`config.mk`:
```
export PLATFORM = sky130hd
export DESIGN_NAME = scancode_decoder
export DESIGN_NICKNAME = d
export VERILOG_FILES = /design/src/rtl/scancode_decoder_pkg.sv /design/src/rtl/scancode_decoder_fifo.sv /design/src/rtl/scancode_decoder.sv
export SDC_FILE = /design/constraint.sdc
export NUM_CORES = 1
export LEC_CHECK = 0
export ABC_AREA = 1
export ABC_CLOCK_PERIOD_IN_PS = 2250
export CAP_MARGIN = 30
export CORE_UTILIZATION = 45
export DETAILED_ROUTE_END_ITERATION = 10
export PLACE_DENSITY_LB_ADDON = 0.1
export SYNTH_ARGS = -nofsm -noshare
export SYNTH_HDL_FRONTEND = slang
export SYNTH_SLANG_ARGS = --single-unit
export TNS_END_PERCENT = 20
```
`constraint.sdc`:
```
create_clock -name clk -period 2.25 [get_ports clk]
set_input_delay 0.3375 -clock clk [delete_from_list [all_inputs] [get_ports clk]]
set_output_delay 0.3375 -clock clk [all_outputs]
set_load 0.02 [all_outputs]
```
`src/rtl/scancode_decoder_pkg.sv`:
```
// Shared constants, event type and scan-code-to-ASCII map for the PS/2
// set-2 scan-code decoder.
package scancode_decoder_pkg;

  localparam int CODE_W  = 8;
  localparam int ASCII_W = 8;

  // Prefix bytes
  localparam logic [CODE_W-1:0] PFX_E0 = 8'hE0;
  localparam logic [CODE_W-1:0] PFX_F0 = 8'hF0;

  // Modifier base codes (only meaningful when not extended)
  localparam logic [CODE_W-1:0] KEY_LSHIFT = 8'h12;
  localparam logic [CODE_W-1:0] KEY_RSHIFT = 8'h59;
  localparam logic [CODE_W-1:0] KEY_CAPS   = 8'h58;

  // Controller/keyboard status bytes that never belong to a key
  localparam int NUM_IGNORED = 6;
  localparam logic [NUM_IGNORED-1:0][CODE_W-1:0] IGNORED_CODES =
    {8'h00, 8'hAA, 8'hEE, 8'hFA, 8'hFE, 8'hFF};

  typedef enum logic [1:0] {IDLE, EXT, BRK, EXT_BRK} parse_state_t;

  typedef struct packed {
    logic [CODE_W-1:0]  code;
    logic               ext;
    logic               rel;
    logic [ASCII_W-1:0] ascii;
  } key_ev_t;

  localparam int EV_W = $bits(key_ev_t);

  function automatic logic is_ignored(input logic [CODE_W-1:0] c);
    logic hit;
    hit = 1'b0;
    for (int i = 0; i < NUM_IGNORED; i++)
      if (c == IGNORED_CODES[i]) hit = 1'b1;
    return hit;
  endfunction

  // shift selects digit symbols; upper (shift XOR caps) selects letter case.
  // Extended keys have no printable mapping.
  function automatic logic [ASCII_W-1:0] scan_to_ascii(
    input logic [CODE_W-1:0] c,
    input logic              ext,
    input logic              shift,
    input logic              upper
  );
    logic [ASCII_W-1:0] a;
    logic               letter;
    a      = 8'h00;
    letter = 1'b1;
    case (c)
      8'h1C: a = "a";  8'h32: a = "b";  8'h21: a = "c";  8'h23: a = "d";
      8'h24: a = "e";  8'h2B: a = "f";  8'h34: a = "g";  8'h33: a = "h";
      8'h43: a = "i";  8'h3B: a = "j";  8'h42: a = "k";  8'h4B: a = "l";
      8'h3A: a = "m";  8'h31: a = "n";  8'h44: a = "o";  8'h4D: a = "p";
      8'h15: a = "q";  8'h2D: a = "r";  8'h1B: a = "s";  8'h2C: a = "t";
      8'h3C: a = "u";  8'h2A: a = "v";  8'h1D: a = "w";  8'h22: a = "x";
      8'h35: a = "y";  8'h1A: a = "z";
      default: begin
        letter = 1'b0;
        case (c)
          8'h16: a = shift ? "!" : "1";
          8'h1E: a = shift ? "@" : "2";
          8'h26: a = shift ? "#" : "3";
          8'h25: a = shift ? "$" : "4";
          8'h2E: a = shift ? "%" : "5";
          8'h36: a = shift ? "^" : "6";
          8'h3D: a = shift ? "&" : "7";
          8'h3E: a = shift ? "*" : "8";
          8'h46: a = shift ? "(" : "9";
          8'h45: a = shift ? ")" : "0";
          8'h29: a = 8'h20;
          8'h5A: a = 8'h0D;
          8'h66: a = 8'h08;
          8'h76: a = 8'h1B;
          default: a = 8'h00;
        endcase
      end
    endcase
    if (letter && upper) a = a - 8'h20;
    if (ext) a = 8'h00;
    return a;
  endfunction

endpackage

```
`src/rtl/scancode_decoder_fifo.sv`:
```
// Show-ahead synchronous FIFO with sticky overflow. Head entry is visible on
// rd_data whenever empty=0; a pop on a full FIFO frees room for a same-cycle
// push, a pop on an empty FIFO is ignored.
module sync_fifo #(
  parameter int WIDTH = 8,
  parameter int DEPTH = 8
) (
  input  logic             clk,
  input  logic             rst,
  input  logic             wr_en,
  input  logic [WIDTH-1:0] wr_data,
  input  logic             rd_en,
  output logic [WIDTH-1:0] rd_data,
  output logic             empty,
  output logic             overflow
);

  localparam int AW = $clog2(DEPTH);
  localparam int CW = AW + 1;

  logic [WIDTH-1:0] mem [DEPTH];
  logic [AW-1:0]    wr_ptr, rd_ptr;
  logic [CW-1:0]    count;
  logic             full, do_rd, do_wr;

  assign empty   = (count == '0);
  assign full    = (count == CW'(DEPTH));
  assign do_rd   = rd_en && !empty;
  assign do_wr   = wr_en && (!full || do_rd);
  assign rd_data = mem[rd_ptr];

  // Pointers wrap naturally at the power-of-two depth
  always_ff @(posedge clk) begin
    if (rst) begin
      wr_ptr   <= '0;
      rd_ptr   <= '0;
      count    <= '0;
      overflow <= 1'b0;
    end else begin
      if (do_wr) wr_ptr <= wr_ptr + 1'b1;
      if (do_rd) rd_ptr <= rd_ptr + 1'b1;
      case ({do_wr, do_rd})
        2'b10:   count <= count + 1'b1;
        2'b01:   count <= count - 1'b1;
        default: count <= count;
      endcase
      if (wr_en && !do_wr) overflow <= 1'b1;
    end
  end

  // Storage has no reset; only entries behind count are ever observed
  always_ff @(posedge clk) begin
    if (do_wr) mem[wr_ptr] <= wr_data;
  end

endmodule

```
`src/rtl/scancode_decoder.sv`:
```
// PS/2 set-2 scan-code decoder: prefix parser, modifier tracking, ASCII map
// and a show-ahead event FIFO.
module scancode_decoder
  import scancode_decoder_pkg::*;
#(
  parameter int DEPTH = 8
) (
  input  logic               clk,
  input  logic               rst,
  input  logic [CODE_W-1:0]  code_in,
  input  logic               code_valid,
  input  logic               rd_en,
  output logic               empty,
  output logic [CODE_W-1:0]  ev_code,
  output logic               ev_ext,
  output logic               ev_release,
  output logic [ASCII_W-1:0] ev_ascii,
  output logic               overflow
);

  parse_state_t state;
  logic         shift_l, shift_r, caps_on, caps_held;
  logic         vld_pipe;
  key_ev_t      push_ev, head_ev;
  logic         cur_ext, cur_rel, is_mod;
  logic [ASCII_W-1:0] cur_ascii;

  assign cur_ext   = (state == EXT) || (state == EXT_BRK);
  assign cur_rel   = (state == BRK) || (state == EXT_BRK);
  assign is_mod    = !cur_ext && (code_in == KEY_LSHIFT || code_in == KEY_RSHIFT ||
                                  code_in == KEY_CAPS);
  // Uses modifier state as it stands before this byte takes effect
  assign cur_ascii = scan_to_ascii(code_in, cur_ext, shift_l | shift_r,
                                   (shift_l | shift_r) ^ caps_on);

  // Parser FSM, modifier state and registered event push (one cycle to FIFO)
  always_ff @(posedge clk) begin
    if (rst) begin
      state     <= IDLE;
      shift_l   <= 1'b0;
      shift_r   <= 1'b0;
      caps_on   <= 1'b0;
      caps_held <= 1'b0;
      vld_pipe  <= 1'b0;
      push_ev   <= '0;
    end else begin
      vld_pipe <= 1'b0;
      if (code_valid) begin
        if (is_ignored(code_in)) begin
          state <= IDLE;
        end else if (code_in == PFX_E0 && state != BRK) begin
          state <= (state == EXT_BRK) ? EXT_BRK : EXT;
        end else if (code_in == PFX_F0) begin
          state <= cur_ext ? EXT_BRK : BRK;
        end else begin
          state <= IDLE;
          if (is_mod) begin
            if (code_in == KEY_LSHIFT) shift_l <= !cur_rel;
            if (code_in == KEY_RSHIFT) shift_r <= !cur_rel;
            if (code_in == KEY_CAPS) begin
              if (!cur_rel && !caps_held) caps_on <= !caps_on;
              caps_held <= !cur_rel;
            end
          end else begin
            vld_pipe <= 1'b1;
            push_ev  <= '{code: code_in, ext: cur_ext, rel: cur_rel, ascii: cur_ascii};
          end
        end
      end
    end
  end

  sync_fifo #(.WIDTH(EV_W), .DEPTH(DEPTH)) u_fifo (
    .clk      (clk),
    .rst      (rst),
    .wr_en    (vld_pipe),
    .wr_data  (push_ev),
    .rd_en    (rd_en),
    .rd_data  (head_ev),
    .empty    (empty),
    .overflow (overflow)
  );

  assign ev_code    = head_ev.code;
  assign ev_ext     = head_ev.ext;
  assign ev_release = head_ev.rel;
  assign ev_ascii   = head_ev.ascii;

endmodule

```
==> flow_summary.ini, run 1 <==
[floorplanning]
fp.dieH_microns = 137
core_area_sq_um = 17500
start_util_pct = 46.8
die-area_sq_um = 18800
placementRows = 48
ios = 32
die_x_microns = 137

[synthesis]
yosysUniqueCellTypes = 34
syn_nets = 854
synth-edff-count = 144
synth_most_common_cell = nor2_1
synthXorXnorAreaFrac_pct = 0.214
seq_area_frac_synth_pct = 62.3
syn_inst = 835
synth_top_family_by_area = simple AND/OR/NAND/NOR gates
yosys.area_share.simple_pct = 21.2
syn_avg_cell_area_sq_um = 9.82
synthMuxAreaShare_pct = 0
yosys.area.top_type = edfxtp_1
yosysWarnings = 0
synth-compound-area-share_pct = 11.4
netlist.area_leader.share_pct = 52.7
synth_area_leaders = edfxtp_1, dfxtp_1, nor2_1, o21ai_0, nand2_1
synthesis.area_sq_um = 8200
ys_ff_latch = 183
yosys.area_share.adder_pct = 1.16
synthTopCellsByCount = nor2_1, edfxtp_1, nand2_1, o21ai_0, dfxtp_1
async_reset_ff_share_pct = 0
synthFlopType = edfxtp_1

[layout]
nets = 974
final_cells = 1192
fill_cells = 1505
synthToLayoutAreaGrowth_pct = 24.5
drive_above_1_share_pct = 21.2
n_antenna_cell = 0

[setup_path]
end_kind = output pin
r2r_start = u_fifo.count[2]
path_class = reg -> out
r2r_slack_ns = 0.11
crit_path_max_fanout = 17
start_kind = register
r2r_cells = 15
crit_arrival_ns = 1.91
crit_end = ev_ascii[1]
reg2reg_to = u_fifo.count[3]
crit_required_ns = 1.91

[sta]
finClkSkew_ns = 0.00800
setup_viol = 1
finalWorstSetupSlack_ns = -0.00231
slew_headroom_pct = 61.6
worst_slew_pin_slew_ns = 0.575
slew_viol_final = 0
rsz0062_at_grt = true
period_minus_slack_ns = 2.25
max_freq_mhz = 444
fin_crit_sh_pct = 100
hold_viol_final = 0

[clock_tree]
cts_sinks = 183
numCtsBuffers = 17
hold_buffers = 0
clock-root-buffer = clkbuf_16
clk_path_buf_depth = 2
cts_tree = yes
cts_max_level = 4
clkTransAtPathRegs_ns = 0.07
cts_setup_buffers = 0
clk_latency_ns = 0.42

[detailed_routing]
ant_nets = 0
route.detailed.wl_per_inst_microns = 16.9
drtPass1Iterations = 5
wl_mm = 20.2
via_per_inst = 5.40
drt_iter0_drc = 323
via_count = 6433
drc = 0

[placed_design]
globalplace.congestion = 0.944
port_buffers = 31
place_hpwl_mm = 13.1
place_inst = 1159

[flow_run]
max_cap_viol_count = 0

[outcome]
violations = negative setup slack
status = complete, but fails checks

[power_and_ir_drop]
total_power_uw = 9630
power_per_cell_area_nw_per_um2 = 943
ir_drop_mv = 0.808
cellLeakagePower_uw = 0.00401

[global_route]
grt_overflow = 0
first_global_vias = 6370
grt_max_degree = 37
gr-usage-all-layers_pct = 22.8
antenna_found_initial = 0
grt_pass1_wl_mm = 31.8

[min_path]
hp-class = in -> reg
-- state kept, by name (all words and copies together), names as in the netlist, named ones only --
| name | cells |
|---|---|
| u_fifo.overflow | 1 |
| u_fifo.rd_ptr | 3 |
| vld_pipe | 1 |
| u_fifo.mem | 144 |
| state | 2 |
| shift_r | 1 |
| push_ev | 18 |
| u_fifo.count | 4 |
| u_fifo.wr_ptr | 3 |
| caps_held | 1 |
| caps_on | 1 |
| shift_l | 1 |
-- how the worst min path moves through the flow --
stage / startpoint / to / slack, ns / depth (start not counted)
3_3_place_gp: u_fifo.rd_ptr[2] / register / 0.44 / 2
5_1_grt: code_in[6] / push_ev[16] / 0.44 / 4
2_1_floorplan: code_valid / state[0] / 0.43 / 1
6_report: code_in[5] / push_ev[15] / 0.42 / 4
3_5_place_dp: u_fifo.overflow / u_fifo.overflow / 0.45 / 2
4_1_cts: u_fifo.overflow / u_fifo.overflow / 0.46 / 2
-- metrics by stage --
step	setup TNS [ns]	setup WS, ns	area, sq um	hold slack (ns)	utilization [%]
final	-0.00231	-0.00231	10200	0.420	58.2
after global routing	-0.729	-0.112	10200	0.442	58.2
after CTS	-0.157	-0.0412	10200	0.462	58.1
after detailed placement	-3.63	-0.363	9590	0.451	54.7
after global placement	-2.70	-0.280	9590	0.441	54.7
after floorplan	0	0.00452	8200	0.433	-
-- report_power, final --
| part | total [uW] | switching (uW) | internal, uW |
|---|---|---|---|
| Clock | 2710 | 1270 | 1440 |
| Combinational | 3020 | 1750 | 1260 |
| Sequential | 3910 | 130 | 3780 |
-- critical path: stages (launching register included) --
cell and delay [ns]:
dfxtp_4 0.44, bufbuf_16 0.32, nor2_1 0.05, o22ai_1 0.12, nor2_1 0.06, a31oi_1 0.16
clkdlybuf4s15_1 0.33
-- placed cells by master, fill, tap and decap left out, types with 13 or more instances in the layout --
cell       instances
nor2_1           186
edfxtp_1         144
nand2_1          113
o21ai_0           93
buf_4             91
dfxtp_1           37
nand3_1           35
a21oi_1           35
inv_1             28
a31oi_1           19
o22ai_1           18
clkbuf_16         17
buf_12            15
nor2_2            13
-- repair_timing --
| item | 4_1_cts | 5_1_grt |
|---|---|---|
| pin swaps | 1 | 4 |
| endpoints found under the setup margin | 19 | 19 |
| resized for setup | 62 | 28 |
| gates cloned | 2 | 0 |
-- final cells by class --
class / instances / area (sq um) / area share (%)
flip-flops and latches: 183 / 5110 / 50.0
multi-input cells: 578 / 2840 / 27.8
repair buffers: 135 / 1280 / 12.6
clock buffers: 17 / 425 / 4.17
well taps: 225 / 282 / 2.76
inverters: 40 / 155 / 1.52
clock inverters: 14 / 118 / 1.15
-- cells by family (layout without fill, tap and decap cells) --
group / Yosys count / after routing
flip-flops: 183 / 183
AND/OR/NAND/NOR: 395 / 395
AO/OA/AOI/OAI: 174 / 174
buffers and inverters: 74 / 206
adder cells (fa/ha/maj): 7 / 7
XOR/XNOR: 2 / 2
-- layer usage --
layer | GRT usage [%] | share of wire [%]
met5 | 0 | 0
met4 | 7.14 | 1.4
met3 | 4.26 | 3.2
met2 | 40.9 | 52
met1 | 27.5 | 43
No activity file was read; power rests on OpenSTA's default activity.
==> inputs of run 2 (changes only) <==
- CAP_MARGIN: 30 -> unset
==> results of run 2 <==
No change in the layout: final DEF, timing and power equal those of run 1.
==> inputs of run 3 (changes only) <==
- ABC_AREA: 1 -> unset
- CORE_MARGIN: unset -> 3
==> flow_summary.ini, run 3 <==
[outcome]
status = complete, but fails checks
violations = negative setup slack

[placed_design]
place_hpwl_mm = 12.8
globalplace.congestion = 1.00
port_buffers = 31
place_inst = 901
dpl_cell_area_sq_um = 9670

[clock_tree]
cts_max_level = 4
clk_path_buf_depth = 2
clkTransAtPathRegs_ns = 0.07
clk_latency_ns = 0.43
cts_tree = yes
clock-root-buffer = clkbuf_16
numCtsBuffers = 17
cts_sinks = 183

[synthesis]
syn_inst = 565
netlist.area_leader.share_pct = 53.1
syn_avg_cell_area_sq_um = 14.4
synth_most_common_cell = edfxtp_1
ys_ff_latch = 183
yosys.area.top_type = edfxtp_1
seq_area_frac_synth_pct = 62.7
synth-edff-count = 144
syn_nets = 584
synthFlopType = edfxtp_1
async_reset_ff_share_pct = 0
yosysUniqueCellTypes = 67
synth_area_leaders = edfxtp_1, mux4_2, dfxtp_1, mux2_2, nor2_1
yosysWarnings = 0
synthesis.area_sq_um = 8150
synthTopCellsByCount = edfxtp_1, nor2_1, dfxtp_1, mux4_2, a21oi_1

[setup_path]
r2r_slack_ns = -0.02
end_kind = output pin
start_kind = register
crit_required_ns = 1.91
r2r_cells = 11
r2r_start = u_fifo.count[2]
cpLargestDelayFamily = multiplexers
crit_chain = buf_4 > buf_16 > buf_4 > mux4_2 > mux2_4 > buf_6
critPathBufInv = 4
path_class = reg -> out
crit_path_max_fanout = 5
slowest_delay_ns = 0.48
reg2reg_to = u_fifo.count[3]
cp_common_cell = buf_4
cp_slowest_cell = mux4_2
crit_arrival_ns = 2.08

[sta]
rsz0062_at_grt = true
fin_crit_sh_pct = 108
finClkSkew_ns = 0.0179
period_minus_slack_ns = 2.42
worst_slew_pin_slew_ns = 0.499
max_freq_mhz = 413
slew_headroom_pct = 66.4
holdWs_ns = 0.475
finalWorstSetupSlack_ns = -0.172
setup_viol = 19
slew_viol_final = 0
hold_viol_final = 0

[power_and_ir_drop]
cellLeakagePower_uw = 0.00379
total_power_uw = 8990
ir_drop_mv = 0.594
power_per_cell_area_nw_per_um2 = 854

[floorplanning]
die-area_sq_um = 19800
placementRows = 48
start_util_pct = 46.5
core_area_sq_um = 17500
die_x_microns = 141
ios = 32
fp.dieH_microns = 141

[global_route]
first_global_vias = 5534
grt_overflow = 0
grt_max_degree = 37
antenna_found_initial = 0
grt_pass1_wl_mm = 30.9
gr-usage-all-layers_pct = 20.5

[min_path]
hp-class = in -> reg
min_from = code_in[5]
holdPathStages = 4
min_to = push_ev[15]

[detailed_routing]
via_per_inst = 5.59
route.detailed.wl_per_inst_microns = 20.6
wl_mm = 19.5
ant_nets = 0
drc = 0
via_count = 5281
drtPass1Iterations = 5
drt_iter0_drc = 346

[layout]
final_common_cell = edfxtp_1
synthToLayoutAreaGrowth_pct = 29.2
drive_above_1_share_pct = 37.9
final_cells = 945
final_cell_mix = edfxtp_1, buf_4, nor2_1, dfxtp_1, mux4_2
largest_reg_flops = 144
nets = 727
fin_area_sq_um = 10500
reg.largest.list = u_fifo.mem: 144 flops, push_ev: 18 flops, u_fifo.count: 4 flops
n_antenna_cell = 0
top_register = u_fifo.mem

[flow_run]
max_cap_viol_count = 0
run 3: layout make-up:
cell class | count | area [sq um]
clock buffers | 17 | 425
multi-input cells | 332 | 3010
clock inverters | 14 | 146
repair buffers | 161 | 1500
flip-flops and latches | 183 | 5110
well taps | 225 | 282
inverters | 13 | 48.8
fillers | 1369 | 7010
run 3: worst max path at each step:
| stage | from | to | depth (start not counted) | slack [ns] |
|---|---|---|---|---|
| finish | register | ev_ascii[0] | 6 | -0.17 |
| global route | register | ev_ascii[6] | 6 | -0.23 |
| CTS | register | ev_ascii[1] | 5 | -0.20 |
| detailed placement | code_in[2] | push_ev[6] | 11 | -0.66 |
| global placement | code_in[2] | push_ev[6] | 11 | -0.68 |
| floorplan | u_fifo.count[0] | u_fifo.mem[1][0] | 5 | -0.28 |
run 3: cells by family (layout without fill, tap and decap cells):
group / after synthesis / count (layout) / synth area share, %
AO/OA/AOI/OAI: 84 / 84 / 7.40
adder cells (fa/ha/maj): 7 / 7 / 1.17
AND/OR/NAND/NOR: 162 / 162 / 10.8
buffers and inverters: 50 / 205 / 2.61
multiplexers: 68 / 68 / 14.2
flip-flops: 183 / 183 / 62.7
XOR/XNOR: 11 / 11 / 1.18
run 3: stage by stage:
step	setup TNS (ns)	setup slack, ns	utilization (%)
finish	-1.88	-0.172	60.0
global route	-3.66	-0.234	60.0
CTS	-2.45	-0.204	59.5
detailed placement	-12.51	-0.656	55.2
global placement	-12.15	-0.685	55.2
floorplan	-5.36	-0.277	-
run 3: tightest hold or removal path, delay by kind of cell:
family | cells | cell delay, ns
buf+inv | 2 | 0.38
mux | 1 | 0.07
simple gates | 1 | 0.07
run 3: timing repair:
action                     CTS  global route
setup buffers                9             4
cloned                       2             0
setup endpoints to repair   35            42
hold buffers                 0             0
gates resized for setup    114            27
hold endpoints to repair     0             0
pin swaps                    3             4
run 3: where the power goes:
part           internal, uW  switching (uW)  leakage [uW]  total, uW
Combinational          1280            1000       0.00184       2290
Clock                  1550            1300      0.000273       2850
Sequential             3740             108       0.00167       3850
Total                  6580            2410       0.00379       8990
run 3: routing by layer:
metal | up-vias | track usage, % | routed length, microns
li1 | 2498 | - | -
met1 | 2642 | 26.3 | 8420
met2 | 120 | 35.9 | 10100
met3 | 21 | 3.24 | 585
met4 | 0 | 6.63 | 331
met5 | - | 0 | 0
